$ cat config.mk
export PLATFORM = sky130hd
export DESIGN_NAME = lsu_byte_master
export DESIGN_NICKNAME = d
export VERILOG_FILES = /design/src/rtl/lsu_byte_master.sv
export SDC_FILE = /design/constraint.sdc
export NUM_CORES = 1
export LEC_CHECK = 0
export ABC_AREA = 1
export CORE_MARGIN = 8
export CORE_UTILIZATION = 40
export DETAILED_ROUTE_END_ITERATION = 8
export GPL_ROUTABILITY_DRIVEN = 0
export PLACE_DENSITY = 0.7
export SYNTH_ARGS = -nofsm -noshare
export SYNTH_HDL_FRONTEND = slang
export SYNTH_SLANG_ARGS = --single-unit
export TNS_END_PERCENT = 20
$ cat constraint.sdc
create_clock -name clk -period 2.2 [get_ports clk]
set_clock_uncertainty 0.15 [all_clocks]
set_input_delay 0.44 -clock clk [delete_from_list [all_inputs] [get_ports clk]]
set_output_delay 0.44 -clock clk [all_outputs]
set_load 0.005 [all_outputs]
$ cat src/rtl/lsu_byte_master.sv
// Byte-serial load/store initiator: one request per handshake, one memory byte per cycle.
// Define MISALIGN_TRAP_EN to reject misaligned halfword/word requests instead of running them.
module lsu_byte_master #(
    parameter int ADDR_W = 8
) (
    input  logic              clk,
    input  logic              rst,
    input  logic              req_valid,
    output logic              req_ready,
    input  logic              req_we,
    input  logic [2:0]        req_funct3,
    input  logic [ADDR_W-1:0] req_addr,
    input  logic [31:0]       req_wdata,
    output logic              resp_valid,
    output logic [31:0]       resp_rdata,
    output logic              resp_err,
    output logic [ADDR_W-1:0] mem_addr,
    output logic              mem_re,
    output logic              mem_we,
    output logic [7:0]        mem_wdata,
    input  logic [7:0]        mem_rdata
);

    typedef enum logic [1:0] {
        IDLE,
        ACCESS,
        RESP
    } state_t;

    state_t            state_q, state_d;
    logic              we_q, we_d;
    logic [2:0]        funct3_q, funct3_d;
    logic [ADDR_W-1:0] addr_q, addr_d;
    logic [31:0]       wdata_q, wdata_d;
    logic [1:0]        idx_q, idx_d;
    logic [31:0]       buf_q, buf_d;
    logic              err_q, err_d;

    logic              illegal;
    logic [1:0]        last_idx;
    logic [31:0]       load_ext;

    always_comb begin
        illegal = (req_funct3 == 3'b011) || (req_funct3[2:1] == 2'b11) ||
                  (req_we && req_funct3[2]);
`ifdef MISALIGN_TRAP_EN
        if ((req_funct3[1:0] == 2'b01) && req_addr[0])
            illegal = 1'b1;
        if ((req_funct3[1:0] == 2'b10) && (req_addr[1:0] != 2'b00))
            illegal = 1'b1;
`endif
    end

    always_comb begin
        case (funct3_q[1:0])
            2'b00:   last_idx = 2'd0;
            2'b01:   last_idx = 2'd1;
            default: last_idx = 2'd3;
        endcase
    end

    always_comb begin
        case (funct3_q)
            3'b000:  load_ext = {{24{buf_q[7]}}, buf_q[7:0]};
            3'b001:  load_ext = {{16{buf_q[15]}}, buf_q[15:0]};
            3'b100:  load_ext = {24'd0, buf_q[7:0]};
            3'b101:  load_ext = {16'd0, buf_q[15:0]};
            default: load_ext = buf_q;
        endcase
    end

    always_comb begin
        state_d    = state_q;
        we_d       = we_q;
        funct3_d   = funct3_q;
        addr_d     = addr_q;
        wdata_d    = wdata_q;
        idx_d      = idx_q;
        buf_d      = buf_q;
        err_d      = err_q;
        req_ready  = 1'b0;
        resp_valid = 1'b0;
        resp_rdata = 32'd0;
        resp_err   = 1'b0;
        mem_addr   = '0;
        mem_re     = 1'b0;
        mem_we     = 1'b0;
        mem_wdata  = 8'd0;
        case (state_q)
            IDLE: begin
                req_ready = 1'b1;
                if (req_valid) begin
                    we_d     = req_we;
                    funct3_d = req_funct3;
                    addr_d   = req_addr;
                    wdata_d  = req_wdata;
                    idx_d    = 2'd0;
                    buf_d    = 32'd0;
                    err_d    = illegal;
                    state_d  = illegal ? RESP : ACCESS;
                end
            end
            ACCESS: begin
                // Address add is naturally modulo 2^ADDR_W, giving wrap at the top of memory.
                mem_addr = addr_q + {{(ADDR_W-2){1'b0}}, idx_q};
                mem_re   = !we_q && !rst;
                mem_we   = we_q && !rst;
                if (we_q)
                    mem_wdata = wdata_q[{idx_q, 3'b000} +: 8];
                else
                    buf_d[{idx_q, 3'b000} +: 8] = mem_rdata;
                idx_d = idx_q + 2'd1;
                if (idx_q == last_idx)
                    state_d = RESP;
            end
            RESP: begin
                resp_valid = !rst;
                resp_err   = err_q;
                resp_rdata = (err_q || we_q) ? 32'd0 : load_ext;
                state_d    = IDLE;
            end
            default: state_d = IDLE;
        endcase
    end

    always_ff @(posedge clk) begin
        if (rst) begin
            state_q  <= IDLE;
            we_q     <= 1'b0;
            funct3_q <= 3'd0;
            addr_q   <= '0;
            wdata_q  <= 32'd0;
            idx_q    <= 2'd0;
            buf_q    <= 32'd0;
            err_q    <= 1'b0;
        end else begin
            state_q  <= state_d;
            we_q     <= we_d;
            funct3_q <= funct3_d;
            addr_q   <= addr_d;
            wdata_q  <= wdata_d;
            idx_q    <= idx_d;
            buf_q    <= buf_d;
            err_q    <= err_d;
        end
    end

endmodule

==> results.toml, run 1 <==
[status]
run_status = "finished with violations"
failed_checks = "setup timing"

[synthesis]
netlist_top_cells_count = "sky130_fd_sc_hd__nor2_1 (233), sky130_fd_sc_hd__nand2_1 (110), sky130_fd_sc_hd__dfxtp_1 (81), sky130_fd_sc_hd__o21ai_0 (69), sky130_fd_sc_hd__a21oi_1 (38)"
number_of_enable_type_register_cells_in_the_synthesized_netlist = 0
ys_async_rst_share = 0
post_synth_num_cell_types = 26
synth_top_cells_by_area = "sky130_fd_sc_hd__dfxtp_1 (39%), sky130_fd_sc_hd__nor2_1 (21%), sky130_fd_sc_hd__nand2_1 (9.9%)"
syn_area_um2 = 4169
yosys.area.top_type = "sky130_fd_sc_hd__dfxtp_1"
synth_seq_cells = 81
synth_top_flop_cell = "sky130_fd_sc_hd__dfxtp_1"
synthCells = 658
yosysSeqAreaShare = 0.3890
synth_nets = 721
synth_warn = 0
post-synth-top-count-cell = "sky130_fd_sc_hd__nor2_1"
postSynthAreaPerCell_um2 = 6.336
netlist.area_leader.share = 0.3890

[die]
die_area_um2 = 13950
die_height_um = 118.1
die_width_um = 118.1
std_cell_rows = 37
io-pin-count = 108
core-area_um2 = 10230
initial_core_util = 0.4075

[detailed_routing]
post_drt_via_cell_ratio = 4.779
drt-total-wl_mm = 12.27
routedWlPerCell_um = 13.12
drt_iter0_drc = 190
dr_total_vias = 4468
drtAntennaViolNets = 0
number_of_drc_violations_after_detailed_routing = 0
dr.pass1.iters = 4

[sta]
timing.slew.headroom = 0.7437
finalCriticalPeriod_ns = 2.308
grt_setup_unrepaired = "true"
slew_viol_final = 0
finalCritPeriodShare = 1.049
worst_pin_slew_ns = 0.3804
worst_slack_ns = -0.1085
finalSetupViolations = 22
achievable-frequency_mhz = 433.2
tightest_hold_margin_ns = 0.3370
hold_viol_final = 0

[setup_path]
critical_path.max_fanout = 3
crit_path_slowest_cell = "sky130_fd_sc_hd__dfxtp_2"
required_ns = 1.61
crit-reg2reg-capture = "buf_q[12]"
reg2reg_from = "idx_q[0]"
r2r_cells = 10
register_to_register_path_setup_slack_ns = 0.18
crit_buf_inv = 2
timing_worst_setup_path_type = "flop to output port"
critPathCapture = "mem_addr[6]"
worst_ep_arrival_time_ns = 1.72
cp-end-kind = "output port"
path_depth = 8
worst_setup_path_startpoint = "addr_q[0]"
startpoint_type = "flop"
cpPeakStageDelay_ns = 0.35
cp_cell_sequence = "ha_4 > fa_2 > nand2_2 > nor2_2 > nand2_1 > buf_4 > a21oi_2 > buf_2"
worst_path_dominant_cell_family = "adder cells"

[final_layout]
regArea_um2 = 1630
diodes = 0
multi_input_area_um2 = 2364
nets = 857
layout-drive-gt1-share = 0.2003
areaGrowthSynthToFinish_pct = 41.24
fillCellCount = 1017

[cts]
path_clk_slew_ns = 0.09
clock-root-buffer = "sky130_fd_sc_hd__clkbuf_8"
tritoncts = "done"
clock_tree.buffer_depth = 2
clock-sinks = 81
cts_inserted_buffers = 9
clkLatencyLatePin_ns = 0.35
cts_max_level = 3

[global_routing]
wire_length_of_the_first_global_routing_pass_mm = 20.53
top_usage_layer = "met2"
first_global_vias = 4410
groute.layer.met3.usage = 0.05132
global_route.overflow_total = 0
antenna_found_initial = 0
grt_util_all_layers = 0.1769
grt_met2_usage = 0.2927
grt_max_degree = 34
grtUsageMet1 = 0.2080

[hold_path]
worst_hold_path_class = "flop to flop"

[placement]
hpwl_reported_at_the_end_of_detailed_placement_mm = 9.186
port-buffer-count = 107

[pwr]
finalPower_uw = 3950
power.density_nw_per_um2 = 670.8
p_leak_uw = 0.002712
vdd.ir_drop.worst_mv = 0.3459

[job]
cap_violations = 0
## routing by layer
layer  part of all wire  vias up
li1                   -     2332
met1               0.46     1986
met2               0.46      123
met3              0.062       27
met4              0.026        0
met5                  0        -
## registers in the layout (all words and copies together) (netlist names)
register  flops
buf_q        32
wdata_q      32
addr_q        8
funct3_q      3
idx_q         2
state_q       2
err_q         1
we_q          1
## per-stage QoR
step	worst slack (ns)	util	area, µm²	setup TNS, ns	std cells
2_1_floorplan	0.06407	-	4169	0	658
3_3_place_gp	-0.2386	0.5394	5519	-3.001	904
3_5_place_dp	-0.2648	0.5394	5519	-4.121	904
4_1_cts	-0.1637	0.5761	5894	-1.970	935
5_1_grt	-0.2026	0.5755	5888	-3.195	935
6_report	-0.1085	0.5755	5888	-0.6941	935
## placed cells by master, fill, tap and decap left out, types with 5 or more instances in the layout
cell,count
sky130_fd_sc_hd__a21oi_1,35
sky130_fd_sc_hd__buf_2,15
sky130_fd_sc_hd__buf_4,39
sky130_fd_sc_hd__buf_6,9
sky130_fd_sc_hd__clkbuf_2,12
sky130_fd_sc_hd__clkbuf_8,12
sky130_fd_sc_hd__clkdlybuf4s15_2,8
sky130_fd_sc_hd__clkdlybuf4s50_1,54
sky130_fd_sc_hd__dfxtp_1,74
sky130_fd_sc_hd__dfxtp_2,7
sky130_fd_sc_hd__dlygate4sd2_1,14
sky130_fd_sc_hd__ha_1,5
sky130_fd_sc_hd__inv_1,31
sky130_fd_sc_hd__inv_2,7
sky130_fd_sc_hd__nand2_1,107
sky130_fd_sc_hd__nand2_2,5
sky130_fd_sc_hd__nand3_1,7
sky130_fd_sc_hd__nor2_1,230
sky130_fd_sc_hd__nor2_2,16
sky130_fd_sc_hd__nor3_1,9
sky130_fd_sc_hd__o21ai_0,59
sky130_fd_sc_hd__o21ai_1,8
## cells by family (layout without fill, tap and decap cells)
kind of cell    after synthesis  count (layout)  share of synthesized area
xor+xnor                      1               1                   0.002101
fa+ha+maj                     8               8                    0.02581
compound gates              109             110                     0.1327
flops                        81              81                     0.3890
buf+inv                      73             213                    0.07383
simple gates                386             386                     0.3766
## worst min-delay path by stage
stage | from | to | slack, ns | cells past startpoint
after floorplan | wdata_q[10] | wdata_q[10] | 0.30 | 2
final | wdata_q[9] | wdata_q[9] | 0.34 | 2
after global routing | wdata_q[23] | wdata_q[23] | 0.36 | 2
after CTS | wdata_q[9] | wdata_q[9] | 0.34 | 2
after detailed placement | wdata_q[9] | wdata_q[9] | 0.32 | 2
after global placement | wdata_q[25] | wdata_q[25] | 0.31 | 2
## what timing repair did
action | in CTS | in global routing
pin swaps | 12 | 12
hold buffers | 0 | 0
gates resized for setup | 162 | 38
buffers inserted | 17 | 1
setup endpoints to repair | 72 | 63
gates cloned | 1 | 0
## power breakdown
part           total [µW]  leakage (µW)  switching [µW]  internal (µW)
combinational        1060       0.00194             611            446
clock                1160      0.000105             545            616
sequential           1730      0.000672            90.9           1640
## cell type report
class / count / area share
clock buffer: 12 / 0.02805
clock inverter: 4 / 0.008500
inverter: 41 / 0.02741
multi-input combinational: 505 / 0.4014
sequential: 81 / 0.2769
tap: 136 / 0.02890
timing repair buffer: 156 / 0.2289
## tightest hold or removal path, cell delays in order, from the launching register on
cell	delay, ns
sky130_fd_sc_hd__dfxtp_1	0.33
sky130_fd_sc_hd__nor2_1	0.05
sky130_fd_sc_hd__nor2_1	0.08
(Power assumes the default switching activity.)
==> inputs of run 2 (changes only) <==
--- a/config.mk
+++ b/config.mk
@@ -10,6 +10,8 @@
 export CORE_UTILIZATION = 40
 export DETAILED_ROUTE_END_ITERATION = 8
 export GPL_ROUTABILITY_DRIVEN = 0
+export GPL_TIMING_DRIVEN = 0
+export HOLD_SLACK_MARGIN = 0.03
 export PLACE_DENSITY = 0.7
 export SYNTH_ARGS = -nofsm -noshare
 export SYNTH_HDL_FRONTEND = slang
==> results.toml, run 2 (synthesized netlist as in run 1, its figures left out) <==
[final_layout]
diodes = 0
areaGrowthSynthToFinish_pct = 43.04
nets = 861
largest_registers = "buf_q (32), wdata_q (32), addr_q (8)"
mostFrequentLayoutCell = "sky130_fd_sc_hd__nor2_1"
final_cell_mix = "sky130_fd_sc_hd__nor2_1 (223), sky130_fd_sc_hd__nand2_1 (106), sky130_fd_sc_hd__dfxtp_1 (73)"
fin_area_um2 = 5963
layout-drive-gt1-share = 0.1980

[job]
cap_violations = 0

[hold_path]
worst_hold_path_class = "flop to flop"
worstHoldStart = "wdata_q[14]"
worst_hold_path.num_cells = 2

[placement]
port-buffer-count = 107
hpwl_reported_at_the_end_of_detailed_placement_mm = 9.579
dp_slack_ns = -0.4917
placement.cell_area_um2 = 5410

[setup_path]
timing_worst_setup_path_type = "flop to output port"
r2r_cells = 12
worst_setup_path_startpoint = "idx_q[0]"
register_to_register_path_setup_slack_ns = -0.03
startpoint_type = "flop"
cp-end-kind = "output port"
reg2reg_from = "idx_q[0]"
required_ns = 1.61
critical_path.max_fanout = 3
worst_ep_arrival_time_ns = 1.79

[pwr]
power_switching_share = 0.3445
p_leak_uw = 0.002702
cell_internal_pwr_uw = 2538
vdd.ir_drop.worst_mv = 0.2798
power.share.clock = 0.272
seq_power_share = 0.450
p_switching_uw = 1334
power.density_nw_per_um2 = 649.3
pwr-share-comb = 0.278

[sta]
achievable-frequency_mhz = 419.6
finalCriticalPeriod_ns = 2.383
slew_viol_final = 0
finalCritPeriodShare = 1.083
grt_setup_unrepaired = "true"
timing.slew.headroom = 0.6427
hold_viol_final = 0
worst_slack_ns = -0.1835
worst_pin_slew_ns = 0.5360
finalSetupViolations = 53

[die]
initial_core_util = 0.4075
die_area_um2 = 13950
io-pin-count = 108
core-area_um2 = 10230
die_height_um = 118.1
std_cell_rows = 37
die_width_um = 118.1

[global_routing]
wire_length_of_the_first_global_routing_pass_mm = 20.58
grt_util_all_layers = 0.1766
antenna_found_initial = 0
global_route.overflow_total = 0
grt_max_degree = 16
first_global_vias = 4408

[detailed_routing]
drt_iter0_drc = 272
dr.pass1.iters = 4
number_of_drc_violations_after_detailed_routing = 0
dr_total_vias = 4570
routedWlPerCell_um = 13.99
drt-total-wl_mm = 13.14
drtAntennaViolNets = 0
post_drt_via_cell_ratio = 4.867

[cts]
cts_inserted_buffers = 9
clkLatencyLatePin_ns = 0.35
clock_tree.buffer_depth = 2
clock-root-buffer = "sky130_fd_sc_hd__clkbuf_8"
tritoncts = "done"
clock-sinks = 81
path_clk_slew_ns = 0.09
cts_max_level = 3
hold_buffers = 0

[status]
failed_checks = "setup timing"
run_status = "finished with violations"
run 2: cell count changes in the layout (fill, tap and decap cells not counted), moves of 5 or more:
cell,change
sky130_fd_sc_hd__nor2_1,-7
sky130_fd_sc_hd__clkbuf_2,-5
sky130_fd_sc_hd__clkbuf_1,+12
sky130_fd_sc_hd__o21ai_2,+7
sky130_fd_sc_hd__buf_2,+10
sky130_fd_sc_hd__clkdlybuf4s15_2,-8
sky130_fd_sc_hd__buf_4,-20
sky130_fd_sc_hd__dlygate4sd2_1,+13
sky130_fd_sc_hd__nor2_4,+10
sky130_fd_sc_hd__o21ai_0,-7
run 2: what timing repair did:
item	4_1_cts	5_1_grt
hold endpoints to repair	0	0
setup endpoints to repair	84	74
cloned	1	0
gates resized for setup	154	87
setup buffers	13	8
pin swaps	12	8
run 2: path summary, 6_finish.rpt:
check           endpoint
max          mem_addr[6]
min          wdata_q[14]
max reg2reg     buf_q[8]
min reg2reg  wdata_q[14]
run 2: critical path: stages, from the launching register on:
cell and delay [ns]:
sky130_fd_sc_hd__dfxtp_4 0.38, sky130_fd_sc_hd__ha_4 0.17, sky130_fd_sc_hd__fa_2 0.38, sky130_fd_sc_hd__nand2_4 0.10, sky130_fd_sc_hd__nor2_4 0.04, sky130_fd_sc_hd__nand2_2 0.07, sky130_fd_sc_hd__o21ai_1 0.07, sky130_fd_sc_hd__a21oi_1 0.10
sky130_fd_sc_hd__buf_2 0.13
run 2: layout make-up:
cell class                 count  area, µm²
buffer                        32      215.2
sequential                    81       1639
tap                          136      170.2
timing repair buffer         129       1125
clock inverter                 6      50.05
clock buffer                  10      137.6
fill                         944       4268
multi-input combinational    504       2471
inverter                      41      155.1
run 2: power groups by stage:
stage	combinational, µW	clock, µW	sequential (µW)
after floorplan	639	0	1740
after global placement	939	0	1760
after detailed placement	956	0	1760
after CTS	1030	1050	1740
after global routing	1210	1120	1760
final	1080	1050	1740
run 2: metrics by stage:
step | setup TNS (ns) | cells | utilization | hold WS (ns) | total power, µW
6_report | -3.022 | 939 | 0.5829 | 0.3332 | 3872
5_1_grt | -9.680 | 939 | 0.5829 | 0.3561 | 4092
4_1_cts | -4.709 | 931 | 0.5674 | 0.3368 | 3820
3_5_place_dp | -21.78 | 901 | 0.5288 | 0.3171 | 2720
3_3_place_gp | -19.99 | 901 | 0.5288 | 0.3072 | 2696
2_1_floorplan | 0 | 658 | - | 0.2995 | 2378
run 2: metal layers:
metal  track usage  vias to the layer above  routed length [µm]
met2        0.2888                      173                6089
li1              -                     2330                   -
met5             0                        -                   0
met3       0.04748                       30                 892
met1        0.2141                     2037                5829
met4       0.07286                        0                 329
==> inputs of run 3 (changes only) <==
--- a/config.mk
+++ b/config.mk
@@ -6,6 +6,7 @@
 export NUM_CORES = 1
 export LEC_CHECK = 0
 export ABC_AREA = 1
+export CAP_MARGIN = 20
 export CORE_MARGIN = 8
 export CORE_UTILIZATION = 40
 export DETAILED_ROUTE_END_ITERATION = 8
==> results of run 3 <==
Final layout, timing and power as in run 2 (identical DEF).
